===== src/rtl/seq_alu_pkg.sv =====
// Shared definitions for the sequential ALU and the control unit that drives it:
// opcodes, flag bit positions and FSM state encodings.
package seq_alu_pkg;

    localparam logic [4:0] OP_ADD = 5'd11;
    localparam logic [4:0] OP_SUB = 5'd12;
    localparam logic [4:0] OP_LSR = 5'd13;
    localparam logic [4:0] OP_LSL = 5'd14;
    localparam logic [4:0] OP_RSR = 5'd15;
    localparam logic [4:0] OP_RSL = 5'd16;
    localparam logic [4:0] OP_MOV = 5'd17;
    localparam logic [4:0] OP_MUL = 5'd18;
    localparam logic [4:0] OP_DIV = 5'd19;
    localparam logic [4:0] OP_MOD = 5'd20;
    localparam logic [4:0] OP_AND = 5'd21;
    localparam logic [4:0] OP_OR  = 5'd22;
    localparam logic [4:0] OP_XOR = 5'd23;
    localparam logic [4:0] OP_NOT = 5'd24;
    localparam logic [4:0] OP_CMP = 5'd25;
    localparam logic [4:0] OP_TST = 5'd26;
    localparam logic [4:0] OP_INC = 5'd27;
    localparam logic [4:0] OP_DEC = 5'd28;

    localparam int ZF = 3;
    localparam int NF = 2;
    localparam int CF = 1;
    localparam int VF = 0;

    typedef enum logic [1:0] {
        ST_IDLE = 2'd0,
        ST_EXEC = 2'd1,
        ST_ITER = 2'd2,
        ST_DONE = 2'd3
    } alu_state_t;

    function automatic logic is_iter_op(input logic [4:0] op);
        return (op == OP_MUL) || (op == OP_DIV) || (op == OP_MOD);
    endfunction

endpackage


===== src/rtl/seq_alu_if.sv =====
// Control-unit <-> ALU handshake: level start held until the one-cycle done pulse.
interface seq_alu_if #(
    parameter int OP_W   = 6,
    parameter int DATA_W = 16
);
    logic              alu_start;
    logic [OP_W-1:0]   alu_operation;
    logic [DATA_W-1:0] op1;
    logic [DATA_W-1:0] op2;
    logic [DATA_W-1:0] alu_result;
    logic [3:0]        alu_flags;
    logic              alu_done;
    logic              alu_busy;

    modport master (
        output alu_start, alu_operation, op1, op2,
        input  alu_result, alu_flags, alu_done, alu_busy
    );

    modport slave (
        input  alu_start, alu_operation, op1, op2,
        output alu_result, alu_flags, alu_done, alu_busy
    );
endinterface


===== src/rtl/seq_alu_muldiv.sv =====
// Iterative shift-add multiplier and restoring divider, one bit per cycle.
// A start pulse loads the operands; last flags the cycle whose edge retires the final iteration.
module seq_alu_muldiv #(
    parameter int DATA_W = 16
) (
    input  logic              clk,
    input  logic              reset,
    input  logic              start,
    input  logic              is_div,
    input  logic              is_mod,
    input  logic [DATA_W-1:0] a,
    input  logic [DATA_W-1:0] b,
    output logic              last,
    output logic [DATA_W-1:0] res,
    output logic              c_out
);
    localparam logic [4:0] LAST_CNT = 5'(DATA_W - 1);

    logic                busy_q, div_q, mod_q;
    logic [4:0]          cnt_q;
    logic [2*DATA_W-1:0] p_q, p_d;
    logic [DATA_W-1:0]   m_q, r_q, r_d, q_q, q_d, diff;
    logic [DATA_W:0]     add_s, r_sh;
    logic                ge;

    // Product: {hi, multiplier} shifts right; divider: remainder takes the dividend MSB each step.
    always_comb begin
        add_s = {1'b0, p_q[2*DATA_W-1:DATA_W]} + (p_q[0] ? {1'b0, m_q} : '0);
        p_d   = {add_s, p_q[DATA_W-1:1]};
        r_sh  = {r_q, q_q[DATA_W-1]};
        ge    = (r_sh >= {1'b0, m_q});
        diff  = r_sh[DATA_W-1:0] - m_q;
        r_d   = ge ? diff : r_sh[DATA_W-1:0];
        q_d   = {q_q[DATA_W-2:0], ge};
    end

    always_ff @(posedge clk or negedge reset) begin
        if (!reset) begin
            busy_q <= 1'b0;
            div_q  <= 1'b0;
            mod_q  <= 1'b0;
            cnt_q  <= '0;
            p_q    <= '0;
            m_q    <= '0;
            r_q    <= '0;
            q_q    <= '0;
        end else if (start) begin
            busy_q <= 1'b1;
            div_q  <= is_div;
            mod_q  <= is_mod;
            cnt_q  <= '0;
            p_q    <= {{DATA_W{1'b0}}, b};
            m_q    <= is_div ? b : a;
            r_q    <= '0;
            q_q    <= a;
        end else if (busy_q) begin
            cnt_q <= cnt_q + 5'd1;
            if (div_q) begin
                r_q <= r_d;
                q_q <= q_d;
            end else begin
                p_q <= p_d;
            end
            if (last) busy_q <= 1'b0;
        end
    end

    assign last  = busy_q && (cnt_q == LAST_CNT);
    assign res   = !div_q ? p_d[DATA_W-1:0] : (mod_q ? r_d : q_d);
    assign c_out = !div_q && (p_d[2*DATA_W-1:DATA_W] != '0);

endmodule


===== src/rtl/seq_alu.sv =====
// Sequential ALU: single-cycle ops retire from EXEC, MUL/DIV/MOD iterate in the muldiv unit.
// state | meaning
// IDLE  | waiting for alu_start (ignored until reset release is synchronised)
// EXEC  | operands latched; single-cycle result computed, or muldiv kicked off
// ITER  | muldiv iterating, 16 cycles
// DONE  | alu_done pulse; result/flags stable
module seq_alu #(
    parameter int OP_W   = 6,
    parameter int DATA_W = 16
) (
    input logic   clk,
    input logic   reset,
    seq_alu_if.slave bus
);
    import seq_alu_pkg::*;

    localparam int              MSB = DATA_W - 1;
    localparam logic [4:0]      DW5 = 5'(DATA_W);
    localparam logic [DATA_W-1:0] ONE = {{(DATA_W-1){1'b0}}, 1'b1};

    alu_state_t        state_q, state_d;
    logic [1:0]        rst_sync_q;
    logic              accept, md_start, md_last, md_c, wr_res, c_c, v_c, sum_v, add_ci;
    logic [4:0]        op_q;
    logic [3:0]        amt;
    logic [DATA_W-1:0] a_q, b_q, result_q, res_c, md_res, add_y, rot_r, rot_l;
    logic [DATA_W:0]   sum, sh_l, sh_r;
    logic [3:0]        flags_q, flags_c, flags_md;

    always_ff @(posedge clk or negedge reset) begin
        if (!reset) rst_sync_q <= 2'b00;
        else        rst_sync_q <= {rst_sync_q[0], 1'b1};
    end

    assign accept = (state_q == ST_IDLE) && bus.alu_start && rst_sync_q[1];

    always_ff @(posedge clk or negedge reset) begin
        if (!reset) state_q <= ST_IDLE;
        else        state_q <= state_d;
    end

    always_comb begin
        state_d = state_q;
        case (state_q)
            ST_IDLE: if (accept) state_d = ST_EXEC;
            ST_EXEC: state_d = is_iter_op(op_q) ? ST_ITER : ST_DONE;
            ST_ITER: if (md_last) state_d = ST_DONE;
            ST_DONE: state_d = ST_IDLE;
            default: state_d = ST_IDLE;
        endcase
    end

    always_comb begin
        bus.alu_done = (state_q == ST_DONE);
        bus.alu_busy = (state_q != ST_IDLE);
        md_start     = (state_q == ST_EXEC) && is_iter_op(op_q);
    end

    // Subtraction forms reuse the adder as a + ~b + 1 so C reads as "no borrow".
    always_comb begin
        add_y  = b_q;
        add_ci = 1'b0;
        case (op_q)
            OP_SUB, OP_CMP: begin add_y = ~b_q; add_ci = 1'b1; end
            OP_INC:         add_y = ONE;
            OP_DEC:         begin add_y = ~ONE; add_ci = 1'b1; end
            default: ;
        endcase
        sum   = {1'b0, a_q} + {1'b0, add_y} + {{DATA_W{1'b0}}, add_ci};
        sum_v = (a_q[MSB] == add_y[MSB]) && (sum[MSB] != a_q[MSB]);
        amt   = b_q[3:0];
        sh_l  = {1'b0, a_q} << amt;
        sh_r  = {a_q, 1'b0} >> amt;
        rot_r = (a_q >> amt) | (a_q << (DW5 - {1'b0, amt}));
        rot_l = (a_q << amt) | (a_q >> (DW5 - {1'b0, amt}));
    end

    always_comb begin
        res_c  = '0;
        c_c    = 1'b0;
        v_c    = 1'b0;
        wr_res = 1'b1;
        case (op_q)
            OP_ADD, OP_SUB, OP_INC, OP_DEC: begin
                res_c = sum[DATA_W-1:0]; c_c = sum[DATA_W]; v_c = sum_v;
            end
            OP_CMP: begin
                res_c = sum[DATA_W-1:0]; c_c = sum[DATA_W]; v_c = sum_v; wr_res = 1'b0;
            end
            OP_LSR: begin res_c = sh_r[DATA_W:1];   c_c = sh_r[0];      end
            OP_LSL: begin res_c = sh_l[DATA_W-1:0]; c_c = sh_l[DATA_W]; end
            OP_RSR: begin res_c = rot_r; c_c = (amt != 4'd0) && rot_r[MSB]; end
            OP_RSL: begin res_c = rot_l; c_c = (amt != 4'd0) && rot_l[0];   end
            OP_MOV: res_c = b_q;
            OP_AND: res_c = a_q & b_q;
            OP_OR:  res_c = a_q | b_q;
            OP_XOR: res_c = a_q ^ b_q;
            OP_NOT: res_c = ~a_q;
            OP_TST: begin res_c = a_q & b_q; wr_res = 1'b0; end
            default: res_c = '0;
        endcase
        flags_c       = '0;
        flags_c[ZF]   = (res_c == '0);
        flags_c[NF]   = res_c[MSB];
        flags_c[CF]   = c_c;
        flags_c[VF]   = v_c;
        flags_md      = '0;
        flags_md[ZF]  = (md_res == '0);
        flags_md[NF]  = md_res[MSB];
        flags_md[CF]  = md_c;
        flags_md[VF]  = (op_q != OP_MUL) && (b_q == '0);
    end

    always_ff @(posedge clk or negedge reset) begin
        if (!reset) begin
            op_q     <= '0;
            a_q      <= '0;
            b_q      <= '0;
            result_q <= '0;
            flags_q  <= '0;
        end else begin
            if (accept) begin
                op_q <= bus.alu_operation[4:0];
                a_q  <= bus.op1;
                b_q  <= bus.op2;
            end
            if ((state_q == ST_EXEC) && !is_iter_op(op_q)) begin
                if (wr_res) result_q <= res_c;
                flags_q <= flags_c;
            end else if ((state_q == ST_ITER) && md_last) begin
                result_q <= md_res;
                flags_q  <= flags_md;
            end
        end
    end

    assign bus.alu_result = result_q;
    assign bus.alu_flags  = flags_q;

    seq_alu_muldiv #(.DATA_W(DATA_W)) u_muldiv (
        .clk    (clk),
        .reset  (reset),
        .start  (md_start),
        .is_div (op_q != OP_MUL),
        .is_mod (op_q == OP_MOD),
        .a      (a_q),
        .b      (b_q),
        .last   (md_last),
        .res    (md_res),
        .c_out  (md_c)
    );

endmodule


===== src/flat_wrapper.sv =====
// flat-port wrapper written by rule: the top's interface ports become plain ports
module seq_alu_flat import seq_alu_pkg::*;
#(
    parameter int OP_W   = 6,
    parameter int DATA_W = 16
)
  (clk, reset, bus_alu_start, bus_alu_operation, bus_op1, bus_op2, bus_alu_result, bus_alu_flags, bus_alu_done, bus_alu_busy);
  seq_alu_if #(.OP_W(OP_W), .DATA_W(DATA_W)) bus_i ();
  input logic clk;
  input logic reset;
  input wire logic [$bits(bus_i.alu_start)-1:0] bus_alu_start;
  input wire logic [$bits(bus_i.alu_operation)-1:0] bus_alu_operation;
  input wire logic [$bits(bus_i.op1)-1:0] bus_op1;
  input wire logic [$bits(bus_i.op2)-1:0] bus_op2;
  output wire logic [$bits(bus_i.alu_result)-1:0] bus_alu_result;
  output wire logic [$bits(bus_i.alu_flags)-1:0] bus_alu_flags;
  output wire logic [$bits(bus_i.alu_done)-1:0] bus_alu_done;
  output wire logic [$bits(bus_i.alu_busy)-1:0] bus_alu_busy;
  assign bus_i.alu_start = bus_alu_start;
  assign bus_i.alu_operation = bus_alu_operation;
  assign bus_i.op1 = bus_op1;
  assign bus_i.op2 = bus_op2;
  assign bus_alu_result = bus_i.alu_result;
  assign bus_alu_flags = bus_i.alu_flags;
  assign bus_alu_done = bus_i.alu_done;
  assign bus_alu_busy = bus_i.alu_busy;
  seq_alu #(.OP_W(OP_W), .DATA_W(DATA_W)) u_core (.clk(clk), .reset(reset), .bus(bus_i));
endmodule

===== config.mk =====
export PLATFORM = sky130hd
export DESIGN_NAME = seq_alu_flat
export DESIGN_NICKNAME = d
export VERILOG_FILES = /design/src/rtl/seq_alu_pkg.sv /design/src/rtl/seq_alu_if.sv /design/src/rtl/seq_alu_muldiv.sv /design/src/rtl/seq_alu.sv /design/src/flat_wrapper.sv
export SDC_FILE = /design/constraint.sdc
export NUM_CORES = 1
export LEC_CHECK = 0
export ABC_AREA = 1
export ABC_CLOCK_PERIOD_IN_PS = 7150
export CAP_MARGIN = 0
export CELL_PAD_IN_SITES_DETAIL_PLACEMENT = 0
export CELL_PAD_IN_SITES_GLOBAL_PLACEMENT = 1
export CORE_ASPECT_RATIO = 1.4
export CORE_UTILIZATION = 35
export CTS_BUF_LIST = sky130_fd_sc_hd__clkbuf_2
export CTS_CLUSTER_DIAMETER = 200
export DETAILED_ROUTE_END_ITERATION = 7
export DONT_BUFFER_PORTS = 1
export PLACE_DENSITY_LB_ADDON = 0.1
export SLEW_MARGIN = 20
export SYNTH_ARGS = -nofsm -noshare
export SYNTH_HDL_FRONTEND = slang
export SYNTH_SLANG_ARGS = --single-unit

===== constraint.sdc =====
create_clock -name clk -period 7.15 [get_ports clk]
set_clock_uncertainty 0.05 [all_clocks]
set_input_delay 0.715 -clock clk [delete_from_list [all_inputs] [get_ports clk]]
set_output_delay 0.715 -clock clk [all_outputs]
set_load 0.005 [all_outputs]

==> results by group <==
Outcome
  • Outcome: finished, final reports clean

Drt
  • DR vias: 15000
  • Final ANT Viol Nets: 0
  • Vias/cell: 5.43
  • Starting DRT DRC Count: 1145
  • WL/cell: 22.2 um
  • Pre-antenna DRT Iters: 6
  • DRC: 0
  • WL final: 61200 um

Critical path
  • R2r worst-path depth: 20
  • Crit. End Element: register
  • Arrival time worst endpoint: 5.42 ns
  • Crit Path Category: reg2reg
  • Startpoint class of the critical path: register
  • CP Max Fanout: 17
  • Req. time, crit path: 7.86 ns

Place
  • Gpl congestion: 0.992
  • Port bufs: 0
  • Post-DP HPWL: 47000 um
  • Placed Cells: 2684

Logic synthesis
  • Synthesized flop and latch total: 149
  • Distinct cell type count after synthesis: 51
  • Cells after Synth: 2237
  • Largest family of logic cells by synthesized area: simple AND/OR/NAND/NOR gates
  • Post-synth top area cell: dfrtp_1
  • Synthesized area: 0.0139 mm2
  • Synth Net Count: 2370
  • EDFF count, synth: 0
  • Warnings from Yosys: 0
  • Fraction of registers with async set/reset: 100%
  • Avg Cell Area, Syn: 6.20 um2
  • Post-Synth Simple-Gate Area: 38.1%
  • Area share of the largest cell type after synthesis: 26.9%
  • XOR/XNOR Fraction of Synth Area: 1.45%
  • Synth Flop Type: dfrtp_1
  • Post-synthesis adder-cell area fraction: 8.51%
  • Synth top area cells: dfrtp_1 27%, nand2_1 19%, nand3_1 8.4%
  • Post-synthesis sequential area ratio: 26.9%
  • Mux share of post-synthesis cell area: 0%
  • Area fraction in compound gates after synthesis: 15.4%

Floorplan
  • Die area: 0.0404 mm2
  • DIE WIDTH: 170 um
  • Num rows: 85
  • Io pins: 63
  • Core Box Area: 0.0387 mm2
  • Initial core utilization: 35.8%
  • DIE HEIGHT: 238 um

Timing
  • Crit path time final: 4.71 ns
  • Setup tns final: 0 ns
  • Slew @ Worst Pin: 1.06 ns
  • Relative slew slack: 28.9%
  • Fin crit share: 65.8%
  • Setup violations, final: 0
  • Fmax: 0.212 GHz
  • Fin. max-slew vios: 0
  • Unrepaired setup endpoints after global routing: no
  • Final hold viol count: 0

Hold path
  • Worst min path class: reg2reg
  • Hold depth: 0

Run
  • Maxcap violations: 0

Clock network
  • Clock sink count: 149
  • Post-CTS sizing: 0
  • Hold_buf cts: 39
  • Root Buffer: clkbuf_2
  • Total CTS buffers: 17
  • Max H-tree Level: 4
  • Postcts setup bufs: 0
  • Clk buf depth: 2
  • CTS tree: built
  • Clk_lat worst skew: 0.82 ns
  • Worst-path clk slew: 0.26 ns

GRT
  • Pin count of the biggest net entering global routing: 150
  • Initial antenna violation count: 1
  • First-pass GRT wire length: 90500 um
  • Global Route Usage Sum: 30.7%
  • Global route overflow: 0
  • Number of global-route vias before repair: 14600

Finish
  • Nets: 2353
  • Final core utilization: 38.4%
  • Most frequent cells in the layout: 696 x nand2_1, 252 x nor2_1, 231 x nand3_1
  • Area growth, synth to finish: 7.12%
  • Non-Filler Instances: 2756
  • Share of cells above drive strength 1: 4.61%
  • Most common cell after layout, fill and taps aside: nand2_1
layer usage:
layer,vias up,track usage (%),wire length (um)
met5,-,0,0
met4,0,20.6,4540
met3,137,2.70,1900
met2,415,56.0,31600
met1,7147,33.3,23100
li1,7274,-,-
cells in the mapped netlist, types with 4 or more instances:
| master | number |
|---|---|
| nand2_1 | 696 |
| nor2_1 | 254 |
| nand3_1 | 232 |
| inv_1 | 221 |
| dfrtp_1 | 149 |
| a21oi_1 | 143 |
| o21ai_0 | 118 |
| ha_1 | 88 |
| clkbuf_1 | 46 |
| o22ai_1 | 36 |
| buf_2 | 27 |
| nand4_1 | 24 |
| o21ai_1 | 20 |
| a22o_1 | 16 |
| o211ai_1 | 16 |
| xor2_1 | 15 |
| nor3_1 | 13 |
| inv_2 | 12 |
| nand2_2 | 12 |
| nor2_2 | 8 |
| xnor2_1 | 8 |
| buf_1 | 7 |
| buf_4 | 6 |
| buf_6 | 6 |
| nand3b_1 | 6 |
| o21bai_1 | 5 |
| fa_1 | 4 |
| nor2_4 | 4 |
| or2_2 | 4 |
cell families after synthesis:
logic type | Yosys count
flops | 149
xor+xnor | 23
simple gates | 1264
compound gates | 380
fa+ha+maj | 92
other cells | 1
buf+inv | 328
worst max-delay path: stages, from the launching register on:
cell,delay [ns]
dfrtp_1,0.55
nor2_2,0.34
nand2_1,0.19
o21ai_2,0.61
nor2_1,0.08
inv_1,0.35
o21ai_0,0.19
ha_1,0.42
a21o_1,0.22
nor2_1,0.10
nand2_1,0.11
or2_2,0.29
nand3_1,0.08
nand3_1,0.09
nor2_1,0.43
nand2_1,0.10
nor2_1,0.10
nand2_1,0.05
nor2_1,0.18
nor2_1,0.06
nand2_1,0.05
metrics by stage:
stage	setup slack, ns	area, um2	hold WS [ns]
finish	2.44	14900	0.329
global route	2.10	14900	0.314
CTS	2.54	14900	0.307
detailed placement	2.62	14200	0.289
global placement	2.63	14200	0.285
floorplan	3.97	13900	0.281
flip-flops by register name, summed over array words and instances, names as in the netlist, 2 cells and up:
name	cells
u_core.rst_sync_q	2
u_core.u_muldiv.p_q	32
u_core.bus.alu_flags	4
u_core.op_q	5
u_core.u_muldiv.q_q	16
u_core.u_muldiv.cnt_q	5
u_core.state_q	2
u_core.b_q	16
u_core.bus.alu_result	16
u_core.u_muldiv.m_q	16
u_core.u_muldiv.r_q	16
u_core.a_q	16
final cells by class:
class	instances	area, um2
Antenna cell	1	2.50
Tap cell	522	653
Timing Repair Buffer	56	536
Clock inverter	13	138
Multi-Input combinational cell	1760	8820
Sequential cell	149	3730
Clock buffer	19	95.1
Inverter	236	886
Fill cell	4412	23900
final timing paths:
check	startpoint	endpoint	slack [ns]
worst min-delay path	u_core.rst_sync_q[0]	u_core.rst_sync_q[1]	0.33
max in group asynchronous	reset	u_core.a_q[6]	5.90
min in group asynchronous	reset	u_core.u_muldiv.q_q[2]	0.52
worst min register to register	u_core.rst_sync_q[0]	u_core.rst_sync_q[1]	0.33
worst max-delay path	u_core.op_q[1]	u_core.bus.alu_flags[3]	2.44
worst max register to register	u_core.op_q[1]	u_core.bus.alu_flags[3]	2.44
Power is left out: the tool's default activity adds up to more than one toggle a clock period on the data nets, which glitch-free logic cannot reach.
